===== src/rtl/regressive_counter_ctrl.sv =====
// Button-driven sequencer for a down counter: load, paced decrement, pause/resume, done.
// Raw buttons are synchronised, edge-detected and registered before the FSM acts on them.
//
//   state  | meaning
//   IDLE   | waiting for the first start press
//   LOAD   | one cycle: counter loads load_value, prescaler cleared
//   RUN    | prescaler running, decrement pulse every TICK_DIV cycles
//   PAUSED | prescaler frozen, no decrements
//   DONE   | counter reached zero, waiting for a new start
module regressive_counter_ctrl #(
  parameter int N        = 6,
  parameter int TICK_DIV = 50000000
) (
  input  logic         clk,
  input  logic         reset,
  input  logic         start,
  input  logic         pause,
  input  logic [N-1:0] start_value,
  input  logic [N-1:0] count,
  output logic         load,
  output logic [N-1:0] load_value,
  output logic         decrement,
  output logic         busy,
  output logic         done
);

  localparam int PW = $clog2(TICK_DIV);
  localparam logic [PW-1:0] TICK_LAST = PW'(TICK_DIV - 1);

  typedef enum logic [2:0] {IDLE, LOAD, RUN, PAUSED, DONE} state_t;

  state_t        state, state_nxt;
  logic [PW-1:0] psc, psc_nxt;
  logic [N-1:0]  lv_nxt;
  logic          dec_nxt;

  logic [2:0] start_sync, pause_sync;
  logic [1:0] live;
  logic       start_armed, pause_armed;
  logic       start_evt, pause_evt;

  // A button must be seen low after reset before its rising edge counts; live marks
  // when the synchroniser holds a real sample rather than its reset value.
  always_ff @(posedge clk or negedge reset) begin
    if (!reset) begin
      start_sync  <= '0;
      pause_sync  <= '0;
      live        <= '0;
      start_armed <= 1'b0;
      pause_armed <= 1'b0;
      start_evt   <= 1'b0;
      pause_evt   <= 1'b0;
    end else begin
      start_sync  <= {start_sync[1:0], start};
      pause_sync  <= {pause_sync[1:0], pause};
      live        <= {live[0], 1'b1};
      start_armed <= start_armed | (live[1] & ~start_sync[1]);
      pause_armed <= pause_armed | (live[1] & ~pause_sync[1]);
      start_evt   <= start_sync[1] & ~start_sync[2] & start_armed;
      pause_evt   <= pause_sync[1] & ~pause_sync[2] & pause_armed;
    end
  end

  always_comb begin
    state_nxt = state;
    psc_nxt   = psc;
    lv_nxt    = load_value;
    dec_nxt   = 1'b0;
    case (state)
      IDLE, DONE: if (start_evt) state_nxt = LOAD;
      LOAD:       state_nxt = RUN;
      RUN: begin
        if (start_evt)               state_nxt = LOAD;
        else if (count == '0)        state_nxt = DONE;
        else if (pause_evt)          state_nxt = PAUSED;
        else if (psc == TICK_LAST) begin
          dec_nxt = 1'b1;
          psc_nxt = '0;
        end else                     psc_nxt = psc + 1'b1;
      end
      PAUSED: begin
        if (start_evt)      state_nxt = LOAD;
        else if (pause_evt) state_nxt = RUN;
      end
      default:    state_nxt = IDLE;
    endcase
    // Start always wins, so every entry into LOAD captures a fresh value and restarts the pace.
    if (state_nxt == LOAD) begin
      psc_nxt = '0;
      lv_nxt  = start_value;
    end
  end

  always_ff @(posedge clk or negedge reset) begin
    if (!reset) begin
      state      <= IDLE;
      psc        <= '0;
      load_value <= '0;
      load       <= 1'b0;
      decrement  <= 1'b0;
      busy       <= 1'b0;
      done       <= 1'b0;
    end else begin
      state      <= state_nxt;
      psc        <= psc_nxt;
      load_value <= lv_nxt;
      load       <= (state_nxt == LOAD);
      decrement  <= dec_nxt;
      busy       <= (state_nxt == LOAD) || (state_nxt == RUN) || (state_nxt == PAUSED);
      done       <= (state_nxt == DONE);
    end
  end

endmodule

===== config.mk =====
export PLATFORM = sky130hd
export DESIGN_NAME = regressive_counter_ctrl
export DESIGN_NICKNAME = d
export VERILOG_FILES = /design/src/rtl/regressive_counter_ctrl.sv
export SDC_FILE = /design/constraint.sdc
export NUM_CORES = 1
export LEC_CHECK = 0
export BUFFER_PORTS_ARGS = -buffer_cell sky130_fd_sc_hd__buf_2
export CAP_MARGIN = 15
export CORE_MARGIN = 2
export CORE_UTILIZATION = 34
export CTS_CLUSTER_DIAMETER = 80
export DETAILED_ROUTE_END_ITERATION = 6
export GPL_TIMING_DRIVEN = 0
export HOLD_SLACK_MARGIN = 0.02
export PLACE_DENSITY = 0.51
export SYNTH_ARGS = -nofsm -noshare
export SYNTH_HDL_FRONTEND = slang
export SYNTH_SLANG_ARGS = --single-unit

===== constraint.sdc =====
create_clock -name clk -period 2.65 [get_ports clk]
set_input_delay 0.3975 -clock clk [delete_from_list [all_inputs] [get_ports clk]]
set_output_delay 0.3975 -clock clk [all_outputs]
set_load 0.01 [all_outputs]

==> run metrics, run 1 <==
synthesized cell area=2360 um^2; Mapped Cells=235; worst-skew pair later-pin latency=0.30 ns; Synth-to-Final Area Change=14.9%; LEAKAGE=1.25 nW; Max Cap Violations=0; most common cell in the synthesized netlist=dfrtp_1; Worst Skew=0.0104 ns; TritonCTS clock tree=yes; Sequential Power Share=0.489; initial antenna violation count=0; xor-xnor portion of the synthesized cell area=0.0595; status=complete, no violations; Fmax=~0.42 GHz; diode count=0; gr ovfl total=0; layout cells sized above 1=0.175; Die X=87.2 um; PnR worst setup slack=0.264 ns; slowest cell delay on critical path=0.67 ns; CTS Hold Buffers Added=0; Bufs and invs on worst path=1; Post-synth top cells=dfrtp_1, nand2_1, nor2_1, nand4_1; largest net degree at the start of global routing=52; Pint=1.34 mW; Slew Viols, Final=0; Clock Pin Slew Worst Setup and Hold Paths=0.10 ns; Total Routing Usage GR=0.141; Top delay family on crit path=simple AND/OR/NAND/NOR gates; RSZ-0062 raised after global routing=false; setup TNS=0 ns; post-synthesis compound-gate area fraction=0.0982; Stages on worst setup path=7; Final HPWL DP=approximately 3300 um; fin crit share=0.900; Via Count=1789; critical path class=reg2reg; Synth Area per Inst=10.0 um^2; post-synth net total=252; non-filler cells, final=348; register area=1280 um^2; mux cell area share after synthesis=0.00850; root buf cell=clkbuf_8; antenna-violating nets left=0; I/O Buffers=25; sw frac=0.317; CTS Buffer Depth=2; fin nets=285; core area=6760 um^2; top cell type's share of synthesized area=0.542; cell taking the most area after synthesis=dfrtp_1; TritonCTS Buffers=5; crit path max-delay cell type=nor4_2; Worst Hold Class=in2async; DR iter-0 viols=71; Adder-Cell Fraction of Synth Area=0.00531; Post-CTS Setup Repair Bufs=0; Die Y-Extent=87.2 um; row cnt=30; Worst Setup Start Kind=flip-flop; # clock sinks=51; Pre-antenna DRT Iters=4; CTS resizes=0; DRC viols=0; Worst R2R Path Depth=7; Sw Pwr=0.620 mW; Hold Violations, Final=0; area of the multi-input gates=1000 um^2; Layout fillers=665; worst slew pin tran=0.844 ns; Max IR drop VDD=0.000276 V; DR vias/cell=5.14; DR WL/cell=14.2 um; R2R setup slack=between 0.2 and 0.3 ns; pre-CTS setup slack=0.293 ns; Main synth FF type=dfrtp_1; main combinational cell family by area after synthesis=simple AND/OR/NAND/NOR gates; #FFs+latches synth=51; synth top area cells=dfrtp_1, nand2_1, nor2_1, xor2_1, nand4_1; async set-or-reset flop fraction in the synthesized netlist=1.00; Distinct cells, synth=44; sequential area share after synthesis=0.542; WL final=4950 um; CP Data Required Time=2.84 ns; first-pass GRT wire length=8500 um; Initial Util=0.349; Placed Cells=340; setup violation total in the final timing report=0; Simple-Gate Fraction of Synth Area=0.253; Logic pwr share=0.239; Critical Path Sink Type=flip-flop; GPL Wtd Cong=slightly below 0.8; vias in the first global route=1772; slew margin rel.=0.433; number of synthesized flops with an enable pin=0; Arrival @ worst endpoint=~2.6 ns; Power Density=723 nW/um^2; Total Power=1.96 mW; clock power share=0.271; Tmin final=2.39 ns; Die ar.=7610 um^2; Yosys Warn Count=0; Critical Path Fanout Max=10; Top Ports=26; CP Cell Sequence=ha_1 -> nand3_1 -> nor4_2 -> nand2_1 -> o21ai_2 -> buf_4 -> nor2_1; H-Tree Depth=2
cell type report:
| type | instances | area share |
|---|---|---|
| Inverter | 11 | 0.0152 |
| Multi-Input combinational cell | 167 | 0.371 |
| Buffer | 6 | 0.0129 |
| Sequential cell | 51 | 0.471 |
| Timing Repair Buffer | 26 | 0.0536 |
| Clock buffer | 5 | 0.0254 |
| Tap cell | 80 | 0.0370 |
| Clock inverter | 2 | 0.0139 |
cells in the final DEF (no fill, tap or decap), drive strengths merged, types with 2 or more instances in the layout:
cell type   n
or2         2
clkbuf      8
nor3        4
a21oi       7
a41oi       3
o21ai       4
mux2i       2
buf        29
a21o        2
and3        2
xor2       11
nand2b      2
nor2       32
and2        3
dfrtp      51
xnor2       5
nand4      16
nor4        6
a31oi       8
nand3       9
nand2      36
inv        11
sequential cells by signal (all words and copies together) (netlist names), 2 cells and up:
signal	count
pause_sync	3
live	2
load_value	6
start_sync	3
state	3
psc	26
through the flow:
| step | area (um^2) | hold WS (ns) | util |
|---|---|---|---|
| 3_3_place_gp | 2580 | 0.332 | 0.382 |
| 4_1_cts | 2690 | 0.196 | 0.398 |
| 3_5_place_dp | 2580 | 0.336 | 0.382 |
| 6_report | 2710 | 0.0865 | 0.401 |
| 5_1_grt | 2710 | 0.119 | 0.401 |
| 2_1_floorplan | 2360 | 0.102 | - |
power groups by stage:
stage	sequential (mW)	combinational, mW	clock, mW
6_report	0.957	0.468	0.531
4_1_cts	0.958	0.474	0.549
3_5_place_dp	0.972	0.475	0
3_3_place_gp	0.970	0.470	0
5_1_grt	0.972	0.525	0.581
2_1_floorplan	0.987	0.284	0
kinds of logic after synthesis:
logic type      after synthesis
buf+inv                      17
flops                        51
compound gates               30
xor+xnor                     16
mux                           2
fa+ha+maj                     1
simple gates                117
other cells                   1
final timing paths:
kind	start	endpoint
setup / recovery	psc[0]	psc[13]
hold / removal	reset	load_value[3]
setup reg to reg	psc[0]	psc[13]
hold reg to reg	pause_sync[0]	pause_sync[1]
max in group asynchronous	reset	pause_evt
min in group clk	start	start_sync[0]
layer usage:
layer	part of all wire	track usage
met5	0	0
met4	0.0073	0.0462
met3	0.029	0.0303
met1	0.51	0.197
met2	0.46	0.216
(Power assumes the default switching activity.)
==> run 2: changes to the inputs <==
--- a/config.mk
+++ b/config.mk
@@ -5,15 +5,15 @@
 export SDC_FILE = /design/constraint.sdc
 export NUM_CORES = 1
 export LEC_CHECK = 0
-export BUFFER_PORTS_ARGS = -buffer_cell sky130_fd_sc_hd__buf_2
 export CAP_MARGIN = 15
 export CORE_MARGIN = 2
 export CORE_UTILIZATION = 34
 export CTS_CLUSTER_DIAMETER = 80
 export DETAILED_ROUTE_END_ITERATION = 6
+export DONT_BUFFER_PORTS = 1
 export GPL_TIMING_DRIVEN = 0
 export HOLD_SLACK_MARGIN = 0.02
-export PLACE_DENSITY = 0.51
+export PLACE_DENSITY = 0.48
 export SYNTH_ARGS = -nofsm -noshare
 export SYNTH_HDL_FRONTEND = slang
 export SYNTH_SLANG_ARGS = --single-unit
==> run 2 against run 1 <==
Fmax decreased by 0.43%. Via count decreased by 4.9%. Register-to-register slack about the same. First-iteration DRC count increased by 30%. Final cell count decreased by 6.6%. Combinational power decreased by 19%. Die area unchanged. Total power decreased by 6.6%. Sequential cell count unchanged. Worst hold slack improved by 0.026 ns. Final area decreased by 4.6%.
==> run metrics, run 2 (synthesized netlist as in run 1, its figures left out) <==
setup violation total in the final timing report=0 (unchanged); Fmax=0.417 GHz (was 0.419 GHz); CTS Buffer Depth=2 (unchanged); Slew Viols, Final=0 (unchanged); critical path class=reg2reg (unchanged); fin crit share=0.904 (was 0.900); Total Routing Usage GR=0.140 (was 0.141); Critical Path Sink Type=flip-flop (unchanged); Die Y-Extent=87.2 um (unchanged); Initial Util=0.349 (unchanged); WL final=4860 um (was 4950 um); CTS resizes=0 (unchanged); sw frac=0.338 (was 0.317); pre-CTS setup slack=0.306 ns (was 0.293 ns); DR vias/cell=5.24 (was 5.14); Die ar.=7610 um^2 (unchanged); RSZ-0062 raised after global routing=false (unchanged); DR WL/cell=15.0 um (was 14.2 um); worst slew pin tran=0.834 ns (was 0.844 ns); Placed Cells=315 (was 340); most frequent cells in the layout=dfrtp_1, nand2_1, nor2_1 (unchanged); cell area after layout=2580 um^2 (was 2710 um^2); Worst Setup Start Kind=flip-flop (unchanged); Worst Skew=0.00996 ns (was 0.0104 ns); non-filler cells, final=325 (was 348); Worst R2R Path Depth=7 (unchanged); TritonCTS Buffers=5 (unchanged); Synth-to-Final Area Change=9.61% (was 14.9%); DR iter-0 viols=92 (was 71); Logic pwr share=0.207 (was 0.239); Via Count=1702 (was 1789); commonest non-fill, non-tap cell in the layout=dfrtp_1 (unchanged); first-pass GRT wire length=8300 um (was 8500 um); Critical Path Fanout Max=10 (unchanged); CP Data Required Time=2.85 ns (was 2.84 ns); Final HPWL DP=3210 um (was 3290 um); LEAKAGE=1.14 nW (was 1.25 nW); DRC viols=0 (unchanged); clock power share=0.250 (was 0.271); antenna-violating nets left=0 (unchanged); layout cells sized above 1=0.0898 (was 0.175); Arrival @ worst endpoint=2.59 ns (was 2.58 ns); Area after DPL=2460 um^2 (was 2580 um^2); Sw Pwr=0.618 mW (was 0.620 mW); GPL Wtd Cong=0.813 (was 0.787); Pre-antenna DRT Iters=4 (unchanged); Max IR drop VDD=0.000276 V (about the same); Pint=1.21 mW (was 1.34 mW); diode count=0 (unchanged); # clock sinks=51 (unchanged); Largest Register=psc (unchanged); H-Tree Depth=2 (unchanged); Power Density=707 nW/um^2 (was 723 nW/um^2); Die X=87.2 um (unchanged); gr ovfl total=0 (unchanged); setup TNS=0 ns (unchanged); slew margin rel.=0.440 (was 0.433); max reg flops=26 (unchanged); vias in the first global route=1643 (was 1772); status=complete, no violations (unchanged); Top Ports=26 (unchanged); Max Cap Violations=0 (unchanged); hold-critical path depth=0; register area=1280 um^2 (unchanged); PnR worst setup slack=0.254 ns (was 0.264 ns); largest net degree at the start of global routing=52 (unchanged); Tmin final=2.40 ns (was 2.39 ns); I/O Buffers=0 (was 25); Layout fillers=662 (was 665); core area=6760 um^2 (unchanged); area of the multi-input gates=1000 um^2 (unchanged); Sequential Power Share=0.543 (was 0.489); initial antenna violation count=0 (unchanged); row cnt=30 (unchanged); fin nets=261 (was 285); Hold Violations, Final=0 (unchanged); root buf cell=clkbuf_8 (unchanged); Worst Hold Class=in2reg (was in2async); biggest regs=psc: 26 flops, load_value: 6 flops (unchanged); Clock Pin Slew Worst Setup and Hold Paths=0.10 ns (about the same); TritonCTS clock tree=yes (unchanged); worst-skew pair later-pin latency=0.31 ns (was 0.30 ns)
## run 2: cell count changes in the layout (fill, tap and decap cells not counted), sizes merged
cell	change
dlygate4sd3	+1
buf	-25
clkbuf	+1
inv	+1
bufinv	-1
## run 2: what timing repair did
| action | CTS | global route |
|---|---|---|
| hold buffers | 2 | 0 |
| setup buffers | 0 | 0 |
| hold endpoints to repair | 51 | 0 |
## run 2: path summary, 6_finish.rpt
kind,slack [ns],endpoint,startpoint
worst max-delay path,0.25,psc[14],psc[0]
max in group asynchronous,1.85,psc[25],reset
min in group asynchronous,0.59,start_sync[2],reset
worst max register to register,0.25,psc[14],psc[0]
worst min register to register,0.36,pause_sync[1],pause_sync[0]
worst min-delay path,0.11,start_sync[0],start
## run 2: final cells by class
type	instances	share of cell area
clock inverters	2	0.00630
repair buffers	2	0.0145
well taps	80	0.0388
plain buffers	6	0.0136
multi-input cells	167	0.389
clock buffers	6	0.0281
inverters	11	0.0160
flip-flops and latches	51	0.494
## run 2: critical path: stages (launching register included)
cell	delay (ns)
dfrtp_1	0.45
ha_1	0.23
nand3_1	0.15
nor4_2	0.66
nand2_1	0.22
o21ai_2	0.27
buf_4	0.23
nor2_1	0.07
## run 2: stage by stage
| stage | util | total power [mW] | hold slack [ns] |
|---|---|---|---|
| 2_1_floorplan | - | 1.27 | 0.102 |
| 4_1_cts | 0.382 | 1.85 | 0.102 |
| 3_3_place_gp | 0.364 | 1.37 | 0.103 |
| 6_report | 0.382 | 1.83 | 0.112 |
| 3_5_place_dp | 0.364 | 1.37 | 0.103 |
| 5_1_grt | 0.382 | 1.96 | 0.0914 |
## run 2: power by group through the flow
stage | sequential (mW) | clock, mW | combinational [mW]
2_1_floorplan | 0.987 | 0 | 0.284
3_3_place_gp | 1.01 | 0 | 0.359
3_5_place_dp | 1.01 | 0 | 0.361
4_1_cts | 0.994 | 0.475 | 0.384
5_1_grt | 1.01 | 0.515 | 0.433
6_report | 0.993 | 0.456 | 0.378
## run 2: routing by layer
layer,part of all wire,track usage,wire [um]
met1,0.51,0.201,2470
met2,0.45,0.211,2200
met3,0.026,0.0284,125
met4,0.014,0.0448,68
met5,0,0,0
